--- src/rtl/mem_stage_fifo_pkg.sv ---
// rtl/mem_stage_fifo_pkg.sv - shared encodings and queue entry type for the MEM stage
// Purpose: writeback-source and load-type encodings, the data-memory bus error
//          cause, and the packed queue entry. rd_data is carried at the maximum
//          datapath width (64) and truncated to XLEN by the stage.
// Ports:   none (package)
package mem_stage_fifo_pkg;

  localparam int unsigned MAX_XLEN = 64;

  // Writeback source select
  localparam logic [2:0] SEL_ALU = 3'd0;
  localparam logic [2:0] SEL_MEM = 3'd1;
  localparam logic [2:0] SEL_CSR = 3'd2;
  localparam logic [2:0] SEL_PC4 = 3'd3;

  // Load types (funct3-style encoding)
  localparam logic [2:0] MEM_LB  = 3'd0;
  localparam logic [2:0] MEM_LH  = 3'd1;
  localparam logic [2:0] MEM_LW  = 3'd2;
  localparam logic [2:0] MEM_LD  = 3'd3;
  localparam logic [2:0] MEM_LBU = 3'd4;
  localparam logic [2:0] MEM_LHU = 3'd5;
  localparam logic [2:0] MEM_LWU = 3'd6;

  localparam logic [31:0] CAUSE_DMEM_BUS_ERROR = 32'd5;

  typedef struct packed {
    logic [31:0]         pc;
    logic [31:0]         ir;
    logic                rd_wena;
    logic [5:0]          rd_addr;
    logic [MAX_XLEN-1:0] rd_data;
    logic                csr_rena;
    logic                csr_wena;
    logic [2:0]          wb_src;
    logic                exc_pend;
    logic [31:0]         exc_cause;
  } mem_entry_t;

endpackage

--- src/rtl/mem_stage_fifo_load_align.sv ---
// rtl/mem_stage_fifo_load_align.sv - load data byte alignment and sign/zero extension
// Purpose: shifts the read beat right by the byte offset, then extends from the
//          access size given by the load type. LD on a 32-bit datapath is a LW.
// Ports:   rdata_i (XLEN) read beat, off_i byte offset, op_i load type,
//          data_o (XLEN) aligned and extended result.
module mem_load_align #(
  parameter int XLEN = 32
) (
  input  logic [XLEN-1:0]           rdata_i,
  input  logic [$clog2(XLEN/8)-1:0] off_i,
  input  logic [2:0]                op_i,
  output logic [XLEN-1:0]           data_o
);
  import mem_stage_fifo_pkg::*;

  logic [XLEN-1:0] shifted;

  assign shifted = rdata_i >> {off_i, 3'b000};

  // Size casts of signed slices sign-extend; unsigned slices zero-extend.
  always_comb begin
    data_o = shifted;
    case (op_i)
      MEM_LB:  data_o = XLEN'($signed(shifted[7:0]));
      MEM_LBU: data_o = XLEN'(shifted[7:0]);
      MEM_LH:  data_o = XLEN'($signed(shifted[15:0]));
      MEM_LHU: data_o = XLEN'(shifted[15:0]);
      MEM_LW:  data_o = XLEN'($signed(shifted[31:0]));
      MEM_LWU: data_o = XLEN'(shifted[31:0]);
      MEM_LD:  data_o = (XLEN == 64) ? shifted : XLEN'($signed(shifted[31:0]));
      default: data_o = shifted;
    endcase
  end

endmodule

--- src/rtl/mem_stage_fifo.sv ---
// rtl/mem_stage_fifo.sv - MEM pipeline stage with an in-order output queue
// Purpose: completes the data-memory access of the EX entry by consuming the
//          AXI R or B beat, aligns load data, and holds up to BUF_DEPTH
//          completed entries toward WB.
// Ports:   clk/reset (async, active-high); EX side valid_in/ready_out and
//          *_EX fields; AXI R/B response inputs with rready/bready; WB side
//          valid_out/ready_in and head-entry *_MEM fields; flush_in/flush_out;
//          occupancy = entries held.
// Option:  MEM_STAGE_PERF_EN adds wait_cycles, a saturating count of cycles an
//          EX memory access waited on a response (cleared by reset only).
module mem_stage_fifo
  import mem_stage_fifo_pkg::*;
#(
  parameter int XLEN      = 32,
  parameter int BUF_DEPTH = 2
) (
  input  logic                           clk,
  input  logic                           reset,
  input  logic                           valid_in,
  output logic                           ready_out,
  input  logic                           flush_in,
  output logic                           flush_out,
  output logic                           valid_out,
  input  logic                           ready_in,
  input  logic                           exc_taken_csr,
  input  logic [31:0]                    PC_EX,
  input  logic [31:0]                    IR_EX,
  input  logic                           rd_wena_EX,
  input  logic [5:0]                     rd_addr_EX,
  input  logic [XLEN-1:0]                rd_data_EX,
  input  logic                           csr_rena_EX,
  input  logic                           csr_wena_EX,
  input  logic [2:0]                     wb_src_EX,
  input  logic [2:0]                     mem_op_EX,
  input  logic                           exc_pend_EX,
  input  logic [31:0]                    exc_cause_EX,
  input  logic [$clog2(XLEN/8)-1:0]      dmem_axi_araddr,
  input  logic [XLEN-1:0]                dmem_axi_rdata,
  input  logic [1:0]                     dmem_axi_rresp,
  input  logic [1:0]                     dmem_axi_bresp,
  input  logic                           dmem_axi_rvalid,
  input  logic                           dmem_axi_bvalid,
  output logic                           dmem_axi_rready,
  output logic                           dmem_axi_bready,
  output logic [31:0]                    PC_MEM,
  output logic [31:0]                    IR_MEM,
  output logic                           rd_wena_MEM,
  output logic [5:0]                     rd_addr_MEM,
  output logic [XLEN-1:0]                rd_data_MEM,
  output logic                           csr_rena_MEM,
  output logic                           csr_wena_MEM,
  output logic [2:0]                     wb_src_MEM,
  output logic                           exc_pend_MEM,
  output logic [31:0]                    exc_cause_MEM,
  output logic [$clog2(BUF_DEPTH+1)-1:0] occupancy
`ifdef MEM_STAGE_PERF_EN
  ,
  output logic [31:0]                    wait_cycles
`endif
);

  localparam int PTR_W = (BUF_DEPTH > 1) ? $clog2(BUF_DEPTH) : 1;
  localparam int OCC_W = $clog2(BUF_DEPTH + 1);

  mem_entry_t       buf_q [BUF_DEPTH];
  logic [PTR_W-1:0] rd_ptr_q, rd_ptr_d, wr_ptr_q, wr_ptr_d;
  logic [OCC_W-1:0] occ_q, occ_d;
  mem_entry_t       head, push_entry;
  logic [XLEN-1:0]  load_data;
  logic             mem_access, resp_valid, bus_err, serialise, stall, push, pop;
  logic             unused_rd_data;

  function automatic logic [PTR_W-1:0] ptr_inc(input logic [PTR_W-1:0] p);
    return (p == PTR_W'(BUF_DEPTH - 1)) ? '0 : p + PTR_W'(1);
  endfunction

  mem_load_align #(.XLEN(XLEN)) u_align (
    .rdata_i (dmem_axi_rdata),
    .off_i   (dmem_axi_araddr),
    .op_i    (mem_op_EX),
    .data_o  (load_data)
  );

  // Entries already carrying an exception never touch the bus.
  assign mem_access = !exc_pend_EX && (wb_src_EX == SEL_MEM);
  assign resp_valid = rd_wena_EX ? dmem_axi_rvalid : dmem_axi_bvalid;
  assign bus_err    = mem_access && (rd_wena_EX ? (dmem_axi_rresp != 2'b00)
                                                : (dmem_axi_bresp != 2'b00));

  // Popped slots are cleared, so empty slots never contribute here.
  always_comb begin
    serialise = 1'b0;
    for (int i = 0; i < BUF_DEPTH; i++) begin
      serialise = serialise | buf_q[i].exc_pend | buf_q[i].csr_rena | buf_q[i].csr_wena;
    end
  end

  assign flush_out       = flush_in | exc_taken_csr;
  assign valid_out       = (occ_q != '0);
  assign stall           = flush_out || serialise || (mem_access && !resp_valid);
  assign pop             = valid_out && ready_in;
  assign ready_out       = !stall && ((occ_q < OCC_W'(BUF_DEPTH)) || pop);
  assign push            = valid_in && ready_out;
  assign dmem_axi_rready = push && mem_access && rd_wena_EX;
  assign dmem_axi_bready = push && mem_access && !rd_wena_EX;

  always_comb begin
    push_entry          = '0;
    push_entry.pc       = PC_EX;
    push_entry.ir       = IR_EX;
    push_entry.rd_wena  = rd_wena_EX;
    push_entry.rd_addr  = rd_addr_EX;
    push_entry.rd_data  = (mem_access && rd_wena_EX && !bus_err) ? MAX_XLEN'(load_data)
                                                                 : MAX_XLEN'(rd_data_EX);
    push_entry.csr_rena = csr_rena_EX;
    push_entry.csr_wena = csr_wena_EX;
    push_entry.wb_src   = wb_src_EX;
    push_entry.exc_pend = exc_pend_EX | bus_err;
    push_entry.exc_cause = bus_err ? CAUSE_DMEM_BUS_ERROR : exc_cause_EX;
  end

  always_comb begin
    rd_ptr_d = pop  ? ptr_inc(rd_ptr_q) : rd_ptr_q;
    wr_ptr_d = push ? ptr_inc(wr_ptr_q) : wr_ptr_q;
    case ({push, pop})
      2'b10:   occ_d = occ_q + OCC_W'(1);
      2'b01:   occ_d = occ_q - OCC_W'(1);
      default: occ_d = occ_q;
    endcase
  end

  always_ff @(posedge clk or posedge reset) begin
    if (reset) begin
      for (int i = 0; i < BUF_DEPTH; i++) buf_q[i] <= '0;
      rd_ptr_q <= '0;
      wr_ptr_q <= '0;
      occ_q    <= '0;
    end else if (flush_in) begin
      for (int i = 0; i < BUF_DEPTH; i++) buf_q[i] <= '0;
      rd_ptr_q <= '0;
      wr_ptr_q <= '0;
      occ_q    <= '0;
    end else begin
      // On full push+pop the pointers coincide; the later write wins.
      if (pop)  buf_q[rd_ptr_q] <= '0;
      if (push) buf_q[wr_ptr_q] <= push_entry;
      rd_ptr_q <= rd_ptr_d;
      wr_ptr_q <= wr_ptr_d;
      occ_q    <= occ_d;
    end
  end

  assign head           = buf_q[rd_ptr_q];
  assign PC_MEM         = head.pc;
  assign IR_MEM         = head.ir;
  assign rd_wena_MEM    = head.rd_wena;
  assign rd_addr_MEM    = head.rd_addr;
  assign rd_data_MEM    = head.rd_data[XLEN-1:0];
  assign csr_rena_MEM   = head.csr_rena;
  assign csr_wena_MEM   = head.csr_wena;
  assign wb_src_MEM     = head.wb_src;
  assign exc_pend_MEM   = head.exc_pend;
  assign exc_cause_MEM  = head.exc_cause;
  assign occupancy      = occ_q;
  assign unused_rd_data = ^head.rd_data;

`ifdef MEM_STAGE_PERF_EN
  logic [31:0] wait_q;

  always_ff @(posedge clk or posedge reset) begin
    if (reset) begin
      wait_q <= '0;
    end else if (valid_in && mem_access && !dmem_axi_rvalid && !dmem_axi_bvalid
                 && (wait_q != 32'hFFFF_FFFF)) begin
      wait_q <= wait_q + 32'd1;
    end
  end

  assign wait_cycles = wait_q;
`endif

endmodule

--- config.mk ---
export PLATFORM = sky130hd
export DESIGN_NAME = mem_stage_fifo
export DESIGN_NICKNAME = d
export VERILOG_FILES = /design/src/rtl/mem_stage_fifo_pkg.sv /design/src/rtl/mem_stage_fifo_load_align.sv /design/src/rtl/mem_stage_fifo.sv
export SDC_FILE = /design/constraint.sdc
export NUM_CORES = 1
export LEC_CHECK = 0
export BUFFER_PORTS_ARGS = -buffer_cell sky130_fd_sc_hd__buf_2
export CAP_MARGIN = 20
export CORE_MARGIN = 2
export CORE_UTILIZATION = 55
export DETAILED_ROUTE_END_ITERATION = 10
export GPL_TIMING_DRIVEN = 0
export PLACE_DENSITY = 0.82
export SYNTH_ARGS = -nofsm -noshare
export SYNTH_HDL_FRONTEND = slang
export SYNTH_SLANG_ARGS = --single-unit
export TNS_END_PERCENT = 5
--- constraint.sdc ---
create_clock -name clk -period 10.05 [get_ports clk]
set_input_delay 1.5075 -clock clk [delete_from_list [all_inputs] [get_ports clk]]
set_output_delay 1.5075 -clock clk [all_outputs]
set_load 0.1 [all_outputs]
==> impl_metrics.env <==
export IMPL_maxSlewViolCount=0
export IMPL_final_nets=2122
export IMPL_initial_utilization_pct=56.3
export IMPL_criticalPathCategory="input pin to primary output"
export IMPL_port_buffers=335
export IMPL_cts_clk_slew_worst_paths_ns=0.06
export IMPL_max_freq_mhz=187
export IMPL_dieWidth_um=171
export IMPL_synth_adder_area_share_pct=0
export IMPL_worstReg2RegEnd="buf_q[148]"
export IMPL_ys_warn_count=0
export IMPL_dr_total_vias=15173
export IMPL_syn_avg_cell_area_um2=9.77
export IMPL_timing_clock_skew_ns=0.00998
export IMPL_routed_wire_length_um=52000
export IMPL_whs_endpoint="buf_q[114]"
export IMPL_synth_seq_cells=286
export IMPL_dpl_worst_slack_ns=4.87
export IMPL_yosys_most_used_dff="dfrtp_1"
export IMPL_syn_to_final_growth_pct=20.8
export IMPL_fraction_of_registers_with_async_set_reset_pct=100
export IMPL_antenna_found_initial=8
export IMPL_cts_root_buffer="clkbuf_16"
export IMPL_drc=0
export IMPL_p_leak_nw=8.30
export IMPL_vias_in_the_first_global_route=14914
export IMPL_clock_sink_count=286
export IMPL_cp_start_kind="input pin"
export IMPL_avgRoutedWirePerCell_um=22.3
export IMPL_end_kind="primary output"
export IMPL_drt_pre_antenna_iters=5
export IMPL_io_pins=338
export IMPL_cap_violations=0
export IMPL_critPathRequiredTime_ns=8.54
export IMPL_min_cycle_time_layout_ns=5.36
export IMPL_post_dp_hpwl_um=36700
export IMPL_simple_gate_share_of_the_synthesized_area_pct=13.7
export IMPL_gpl_final_weighted_congestion=0.925
export IMPL_routed_via_density=6.51
export IMPL_cp_data_arrival_time_ns=3.85
export IMPL_cts_post_setup_buffers_inserted=0
export IMPL_grt_start_max_net_pins=115
export IMPL_ant_nets=0
export IMPL_groute_layer_met2_usage_pct=55.6
export IMPL_synth_compound_area_share_pct=20.1
export IMPL_synth_top_family_by_area="compound AO/OA/AOI/OAI gates"
export IMPL_largest_vdd_supply_drop_mv=0.143
export IMPL_cts_max_path_buffers=3
export IMPL_track_usage_pct=35.1
export IMPL_path_max_fanout=10
export IMPL_grt_busiest_layer="met2"
export IMPL_hold_path_class="flop to flop"
export IMPL_use_met3_pct=5.30
export IMPL_clk_insertion_delay_late_ns=0.56
export IMPL_synth_net_count=1752
export IMPL_synth_edff_count=0
export IMPL_muxShareOfSynthArea_pct=14.2
export IMPL_syn_instance_count=1562
export IMPL_status="complete, no violations"
export IMPL_holdCritStartpoint="buf_q[114]"
export IMPL_setup_total_negative_slack_ns=0
export IMPL_gr_total_overflow=0
export IMPL_drive_above_1_share_pct=29.1
export IMPL_finalCritPeriodShare_pct=53.3
export IMPL_cts_hold_buffers_added=0
export IMPL_timing_slew_headroom_pct=29.6
export IMPL_design_die_area_um2=29100
export IMPL_timing_hold_worst_path_depth=2
export IMPL_use_met1_pct=48.1
export IMPL_power_mw=2.83
export IMPL_power_per_cell_area_nw_per_um2=154
export IMPL_worst_r2r_path_depth=6
export IMPL_synth_cell_types=51
export IMPL_synth_xor_area_share_pct=0
export IMPL_setup_viol_count_final=0
export IMPL_whs_ns=0.525
export IMPL_reg2reg_setup_slack_ns=7.16
export IMPL_r2r_start="occupancy[1]"
export IMPL_die_height_um=171
export IMPL_cts_repair_resize_count=0
export IMPL_drt_initial_drc_count=1669
export IMPL_tritoncts="yes"
export IMPL_fp_coreArea_um2=27100
export IMPL_syn_area_um2=15300
export IMPL_grt_first_pass_wirelength_um=80500
export IMPL_cts_buffers=31
export IMPL_post_route_worst_setup_slack_ns=4.69
export IMPL_core_rowCount=60
export IMPL_seq_area_frac_synth_pct=46.9
export IMPL_cts_htree_levels=1
export IMPL_hold_viol_final=0
export IMPL_worst_slew_pin_slew_ns=1.06
export IMPL_grt_setup_unrepaired="no"
## worst max-delay path by stage
| stage | startpoint | to | cells after the start |
|---|---|---|---|
| after floorplan | reset | buf_q[0] | 1 |
| after global placement | reset | buf_q[236] | 2 |
| after detailed placement | flush_in | dmem_axi_bready | 7 |
| after CTS | flush_in | dmem_axi_bready | 7 |
| after global routing | flush_in | dmem_axi_bready | 7 |
| final | flush_in | dmem_axi_bready | 7 |
## report_power, final
group | leakage, nW | internal [mW] | switching, mW
Clock | 0.458 | 0.622 | 0.457
Combinational | 3.88 | 0.128 | 0.425
Sequential | 3.96 | 1.18 | 0.0174
## cells by family after synthesis
logic type | after synthesis
simple gates | 398
compound gates | 489
mux | 199
flops | 286
buf+inv | 190
## sequential cells by signal (all words and copies together), names as in the netlist
name	count
buf_q	282
occupancy	2
rd_ptr_q	1
wr_ptr_q	1
## synthesized netlist by cell type, types with 3 or more instances
cell type	number	area, um2
buf_4	4	30.0
nand3b_1	16	120
nor2b_1	3	18.8
o21ai_1	13	65.1
clkbuf_1	148	556
inv_1	3	11.3
a21boi_0	9	67.6
a211oi_1	8	60.1
nor4_2	9	113
or2_2	3	18.8
a31oi_1	26	163
o21ai_0	110	551
buf_2	22	110
nand2_1	120	450
buf_1	11	41.3
nand3_1	149	746
nand4_1	62	388
a21oi_1	119	596
o211ai_1	128	961
nand2b_1	5	31.3
nor2_1	14	52.6
dfrtp_1	286	7160
a22oi_1	41	308
a311oi_1	16	140
mux2i_1	57	571
mux2_2	142	1600
a211o_1	8	70.1
## stage by stage
step           utilization (%)  instances  instance area [um2]
2_1_floorplan                -       1562                15300
3_3_place_gp              64.2       2269                17400
3_5_place_dp              64.5       2271                17500
4_1_cts                   68.0       2324                18400
5_1_grt                   68.0       2328                18400
6_report                  68.0       2332                18400
## area by class of cell
class | instances | area [um2]
antenna | 8 | 20.0
multi-input combinational | 1086 | 7340
timing repair buffer | 337 | 1730
fill | 2154 | 8670
tap | 372 | 465
buffer | 187 | 763
inverter | 3 | 18.8
clock inverter | 2 | 12.5
clock buffer | 51 | 931
sequential | 286 | 7160
## placed cells by master (no fill, tap or decap), types with 14 or more instances in the layout
cell type / Yosys / final
nand2_1: 120 / 120
nand4_1: 62 / 62
a22oi_1: 41 / 41
o211ai_1: 128 / 128
mux2_2: 142 / 142
a311oi_1: 16 / 16
o21ai_0: 110 / 110
nand3_1: 149 / 149
a21oi_1: 119 / 119
buf_2: 22 / 357
dfrtp_1: 286 / 286
clkbuf_1: 148 / 160
a31oi_1: 26 / 26
clkbuf_16: 0 / 31
mux2i_1: 57 / 57
nand3b_1: 16 / 16
nor2_1: 14 / 14
## critical path: stages
cell and delay [ns]:
buf_2 0.14, nor2_1 0.30, nand4_1 0.31, clkbuf_1 0.36
nor3_1 0.47, nor3b_1 0.29, buf_2 0.47
## routing by layer
metal  vias up  routed length, um
li1       6622                  -
met1      7417              20400
met2       956              24100
met3       174               5090
met4         4               2490
met5         -                 28
Power figures use the tool's default switching activity.
